File: src/rtl/power_domain_sequencer.sv
// Per-domain power sequencer: one independent OFF/PWR_UP/ISO_REL/ON/DRAIN/FAULT
// machine per channel driving switch enable, isolation clamp and domain reset.
module power_domain_sequencer #(
  parameter int NUM_CHANNELS       = 4,
  parameter int ISO_DELAY_CYCLES   = 2,
  parameter int PWR_TIMEOUT_CYCLES = 64
) (
  input  logic                    clock,
  input  logic                    async_resetn,
  input  logic [NUM_CHANNELS-1:0] enable_req,
  output logic [NUM_CHANNELS-1:0] enable_ack,
  input  logic [NUM_CHANNELS-1:0] power_good,
  output logic [NUM_CHANNELS-1:0] power_switch_en,
  output logic [NUM_CHANNELS-1:0] isolation,
  output logic [NUM_CHANNELS-1:0] domain_resetn,
  output logic [NUM_CHANNELS-1:0] fault,
  input  logic [NUM_CHANNELS-1:0] fault_clear
);

  typedef enum logic [2:0] {
    ST_OFF     = 3'd0,
    ST_PWR_UP  = 3'd1,
    ST_ISO_REL = 3'd2,
    ST_ON      = 3'd3,
    ST_DRAIN   = 3'd4,
    ST_FAULT   = 3'd5
  } state_e;

  localparam logic [7:0] ISO_LAST = 8'(ISO_DELAY_CYCLES - 1);
  localparam logic [7:0] TMO_LAST = 8'(PWR_TIMEOUT_CYCLES - 1);

  logic [NUM_CHANNELS-1:0] req_r;
  logic [NUM_CHANNELS-1:0] clr_r;
  logic [NUM_CHANNELS-1:0] good_meta_r;
  logic [NUM_CHANNELS-1:0] good_sync_r;

  // Input capture; power_good comes from another domain so it gets two flops
  always_ff @(posedge clock or negedge async_resetn) begin
    if (!async_resetn) begin
      req_r       <= {NUM_CHANNELS{1'b0}};
      clr_r       <= {NUM_CHANNELS{1'b0}};
      good_meta_r <= {NUM_CHANNELS{1'b0}};
      good_sync_r <= {NUM_CHANNELS{1'b0}};
    end else begin
      req_r       <= enable_req;
      clr_r       <= fault_clear;
      good_meta_r <= power_good;
      good_sync_r <= good_meta_r;
    end
  end

  for (genvar ch = 0; ch < NUM_CHANNELS; ch++) begin : g_ch
    state_e     state_r;
    state_e     state_next_s;
    logic [7:0] dwell_r;
    logic       psw_s;
    logic       iso_s;
    logic       rstn_s;
    logic       ack_s;
    logic       flt_s;

    // State register; dwell restarts on every state change and saturates
    always_ff @(posedge clock or negedge async_resetn) begin
      if (!async_resetn) begin
        state_r <= ST_OFF;
        dwell_r <= 8'd0;
      end else if (state_next_s != state_r) begin
        state_r <= state_next_s;
        dwell_r <= 8'd0;
      end else if (dwell_r != 8'hFF) begin
        state_r <= state_r;
        dwell_r <= dwell_r + 8'd1;
      end else begin
        state_r <= state_r;
        dwell_r <= dwell_r;
      end
    end

    // Next-state logic; a dropped request wins over progress, lost power wins in ON
    always_comb begin
      state_next_s = state_r;
      case (state_r)
        ST_OFF: begin
          if (req_r[ch]) state_next_s = ST_PWR_UP;
          else           state_next_s = ST_OFF;
        end
        ST_PWR_UP: begin
          if (!req_r[ch])              state_next_s = ST_DRAIN;
          else if (good_sync_r[ch])    state_next_s = ST_ISO_REL;
          else if (dwell_r == TMO_LAST) state_next_s = ST_FAULT;
          else                         state_next_s = ST_PWR_UP;
        end
        ST_ISO_REL: begin
          if (!req_r[ch])               state_next_s = ST_DRAIN;
          else if (!good_sync_r[ch])    state_next_s = ST_FAULT;
          else if (dwell_r == ISO_LAST) state_next_s = ST_ON;
          else                          state_next_s = ST_ISO_REL;
        end
        ST_ON: begin
          if (!good_sync_r[ch]) state_next_s = ST_FAULT;
          else if (!req_r[ch])  state_next_s = ST_DRAIN;
          else                  state_next_s = ST_ON;
        end
        ST_DRAIN: begin
          if (dwell_r == ISO_LAST) state_next_s = ST_OFF;
          else                     state_next_s = ST_DRAIN;
        end
        ST_FAULT: begin
          if (clr_r[ch] && !req_r[ch]) state_next_s = ST_OFF;
          else                         state_next_s = ST_FAULT;
        end
        default: state_next_s = ST_FAULT;
      endcase
    end

    // Moore output decode; unknown encodings fall back to the isolated, unpowered set
    always_comb begin
      psw_s  = 1'b0;
      iso_s  = 1'b1;
      rstn_s = 1'b0;
      case (state_r)
        ST_OFF:     begin psw_s = 1'b0; iso_s = 1'b1; rstn_s = 1'b0; end
        ST_PWR_UP:  begin psw_s = 1'b1; iso_s = 1'b1; rstn_s = 1'b0; end
        ST_ISO_REL: begin psw_s = 1'b1; iso_s = 1'b0; rstn_s = 1'b0; end
        ST_ON:      begin psw_s = 1'b1; iso_s = 1'b0; rstn_s = 1'b1; end
        ST_DRAIN:   begin psw_s = 1'b1; iso_s = 1'b1; rstn_s = 1'b0; end
        ST_FAULT:   begin psw_s = 1'b0; iso_s = 1'b1; rstn_s = 1'b0; end
        default:    begin psw_s = 1'b0; iso_s = 1'b1; rstn_s = 1'b0; end
      endcase
      ack_s = (state_r == ST_ON);
      flt_s = (state_r == ST_FAULT);
    end

    assign power_switch_en[ch] = psw_s;
    assign isolation[ch]       = iso_s;
    assign domain_resetn[ch]   = rstn_s;
    assign enable_ack[ch]      = ack_s;
    assign fault[ch]           = flt_s;
  end

endmodule

File: config.mk
export PLATFORM = sky130hd
export DESIGN_NAME = power_domain_sequencer
export DESIGN_NICKNAME = d
export VERILOG_FILES = /design/src/rtl/power_domain_sequencer.sv
export SDC_FILE = /design/constraint.sdc
export NUM_CORES = 1
export LEC_CHECK = 0
export CORE_ASPECT_RATIO = 1.25
export CORE_MARGIN = 2
export CORE_UTILIZATION = 45
export DETAILED_ROUTE_END_ITERATION = 8
export GPL_TIMING_DRIVEN = 0
export MAX_ROUTING_LAYER = met4
export PLACE_DENSITY = 0.69
export REMOVE_ABC_BUFFERS = 1
export SETUP_SLACK_MARGIN = 0.05
export SLEW_MARGIN = 20
export SYNTH_ARGS = -nofsm -noshare
export SYNTH_HDL_FRONTEND = slang
export SYNTH_SLANG_ARGS = --single-unit
File: constraint.sdc
create_clock -name clock -period 2.5 [get_ports clock]
set_clock_uncertainty 0.1 [all_clocks]
set_input_delay 0.5 -clock clock [delete_from_list [all_inputs] [get_ports clock]]
set_output_delay 0.5 -clock clock [all_outputs]
set_load 0.02 [all_outputs]
==> impl_metrics.env <==
export IMPL_post_cts_buffers=0
export IMPL_drv_slew=0
export IMPL_cts_sink_count=60
export IMPL_final_cell_area_mm2=0.00408
export IMPL_async_reset_ff_share_pct=100
export IMPL_synth_flop_cell="dfrtp_1"
export IMPL_syn_area_per_cell_um2=9.03
export IMPL_p_leak_nw=1.80
export IMPL_start_kind="register"
export IMPL_numCtsBuffers=9
export IMPL_crit_required_ns=1.90
export IMPL_min_period_over_period_pct=94.0
export IMPL_final_common_cell="nor2_1"
export IMPL_diodes=0
export IMPL_clk_latency_ns=0.34
export IMPL_ys_types=59
export IMPL_final_layout_size_suffix_gt1_share_pct=11.8
export IMPL_synth_top_cell_area_share_pct=41.8
export IMPL_gp_congestion=0.838
export IMPL_fin_crit_ns=2.35
export IMPL_fin_cells=509
export IMPL_grt_overflow=0
export IMPL_worst_hold_slack_ns=0.249
export IMPL_dpl_cell_area_mm2=0.00384
export IMPL_yosysSeqAreaShare_pct=41.8
export IMPL_dp_cells=492
export IMPL_status="finished, final reports clean"
export IMPL_ios=34
export IMPL_dp_slack_ns=0.146
export IMPL_min_path_type="reg2reg"
export IMPL_fmaxAchievable_mhz=425
export IMPL_rows=36
export IMPL_finalSetupTns_ns=0
export IMPL_crit_path_end_kind="output port"
export IMPL_max_slew_margin_rel_pct=51.5
export IMPL_min_delay_start="good_meta_r[0]$_DFF_PN0_"
export IMPL_grt_usage_pct=16.7
export IMPL_num_vias=2831
export IMPL_antenna_left=0
export IMPL_grt_pass1_vias=2716
export IMPL_syn_area_mm2=0.00359
export IMPL_drt_pass1_iterations=4
export IMPL_critPathMaxFanout=11
export IMPL_grt_max_degree=32
export IMPL_io_buffers=33
export IMPL_worst_slew_pin_slew_ns=0.728
export IMPL_wl_per_cell_um=13.4
export IMPL_setup_violations=0
export IMPL_synth_area_leaders="dfrtp_1 42%, nor2_1 5.6%, buf_4 4.6%"
export IMPL_synthCells=398
export IMPL_cts_tree="yes"
export IMPL_grt_pass1_wl_mm=11.8
export IMPL_cap_viol_max_count=0
export IMPL_crit_path_start="g_ch[2].state_r[0]$_DFFE_PN0P_"
export IMPL_r2r_start="g_ch[3].dwell_r[1]$_DFFE_PN0P_"
export IMPL_die_height_um=104
export IMPL_antenna_found_initial=0
export IMPL_synth_edff_count=0
export IMPL_power_total_mw=3.61
export IMPL_layout_common_cells="52 x nor2_1, 50 x dfrtp_1, 35 x nand2_1, 19 x a21oi_1, 19 x clkdlybuf4s50_1"
export IMPL_rsz0062_at_grt="no"
export IMPL_dieArea_mm2=0.00872
export IMPL_clk_path_buf_depth=2
export IMPL_fp_coreArea_mm2=0.00779
export IMPL_path_clk_slew_ns=0.07
export IMPL_drc_errors=0
export IMPL_dr_first_iter_drc_count=159
export IMPL_start_util_pct=46.1
export IMPL_synthToLayoutAreaGrowth_pct=13.6
export IMPL_viasPerCell=5.56
export IMPL_cts_root_buf="clkbuf_8"
export IMPL_htreeDepth=3
export IMPL_synth_top_cell_by_area="dfrtp_1"
export IMPL_wirelength_mm=6.81
export IMPL_path_class="reg2out"
export IMPL_finalNetCount=431
export IMPL_hpwl_mm=4.72
export IMPL_ys_ff_latch=60
export IMPL_setup_slack_ns=0.149
export IMPL_fp_dieW_um=83.9
export IMPL_powerDensity_mw_per_mm2=883
export IMPL_final_util_pct=52.4
export IMPL_ir_drop_v=0.000499
export IMPL_finalHoldViolations=0
export IMPL_yosysWarnings=0
export IMPL_arrival_ns=1.75
## final cells by class
cell class	instances	area [µm²]
Clock buffer	11	131
Tap cell	95	119
Inverter	18	67.6
Sequential cell	60	1510
Timing Repair Buffer	35	383
Multi-Input combinational cell	285	1820
Fill cell	714	3710
Clock inverter	5	52.6
## what timing repair did
item / CTS / global route
pin swaps: 0 / 1
gates cloned: 0 / 0
resized for setup: 10 / 17
hold endpoints to repair: 22 / 0
endpoints found under the setup margin: 13 / 29
hold buffers: 1 / 0
## critical path, cell delays in order, from the launching register on
cell and delay (ns):
dfrtp_1 0.55, nand2_1 0.13, nor2_1 0.12, clkdlybuf4s50_1 0.61
## routing by layer
| layer | track usage (%) | share of wire (%) |
|---|---|---|
| met5 | - | 0 |
| met4 | 6.80 | 0.46 |
| met3 | 3.57 | 3.5 |
| met2 | 28.0 | 51 |
| met1 | 19.6 | 45 |
## cells by family (layout without fill, tap and decap cells)
kind of cell    count (synthesis)  count (layout)  synth area share, %
buf+inv                        53              69                 8.07
flops                          60              60                 41.8
xor+xnor                       17              17                 4.14
simple gates                  170             170                 23.7
mux                             3               3                0.835
fa+ha+maj                      12              12                 3.90
compound gates                 83              83                 17.6
## power breakdown
part / internal [mW] / switching (mW) / total (mW)
registers: 1.12 / 0.306 / 1.43
logic: 0.651 / 0.693 / 1.34
clock network: 0.456 / 0.380 / 0.835
## registers in the layout, indices dropped and copies added (netlist names)
signal and count:
clr_r 4, g_ch.dwell_r 32, g_ch.state_r 12, good_meta_r 4, good_sync_r 4, req_r 4
## cell usage after synthesis, types with 4 or more instances
cell type	n
a21oi_1	19
o21ai_0	12
nor4b_1	5
o22ai_1	5
nand4_1	5
xor2_1	6
clkbuf_1	11
a31oi_1	5
nand3_1	14
nor2_1	54
ha_1	8
nand2_1	35
and3_1	8
xnor2_1	11
nor2b_1	6
maj3_1	4
a211oi_1	8
and4_1	5
nand2b_1	8
dfrtp_1	60
nor3_1	17
buf_4	22
inv_1	18
## path summary, 6_finish.rpt
check / end / slack, ns / cells after the start
worst max register to register: g_ch[3].dwell_r[4]$_DFFE_PN0P_ / 0.20 / 7
worst min register to register: good_sync_r[0]$_DFF_PN0_ / 0.25 / 0
worst min-delay path: good_sync_r[0]$_DFF_PN0_ / 0.25 / 0
min in group asynchronous: g_ch[3].state_r[1]$_DFFE_PN0P_ / 0.53 / 2
worst max-delay path: fault[2] / 0.15 / 3
max in group asynchronous: g_ch[0].state_r[1]$_DFFE_PN0P_ / 1.27 / 3
(Power assumes the default switching activity.)
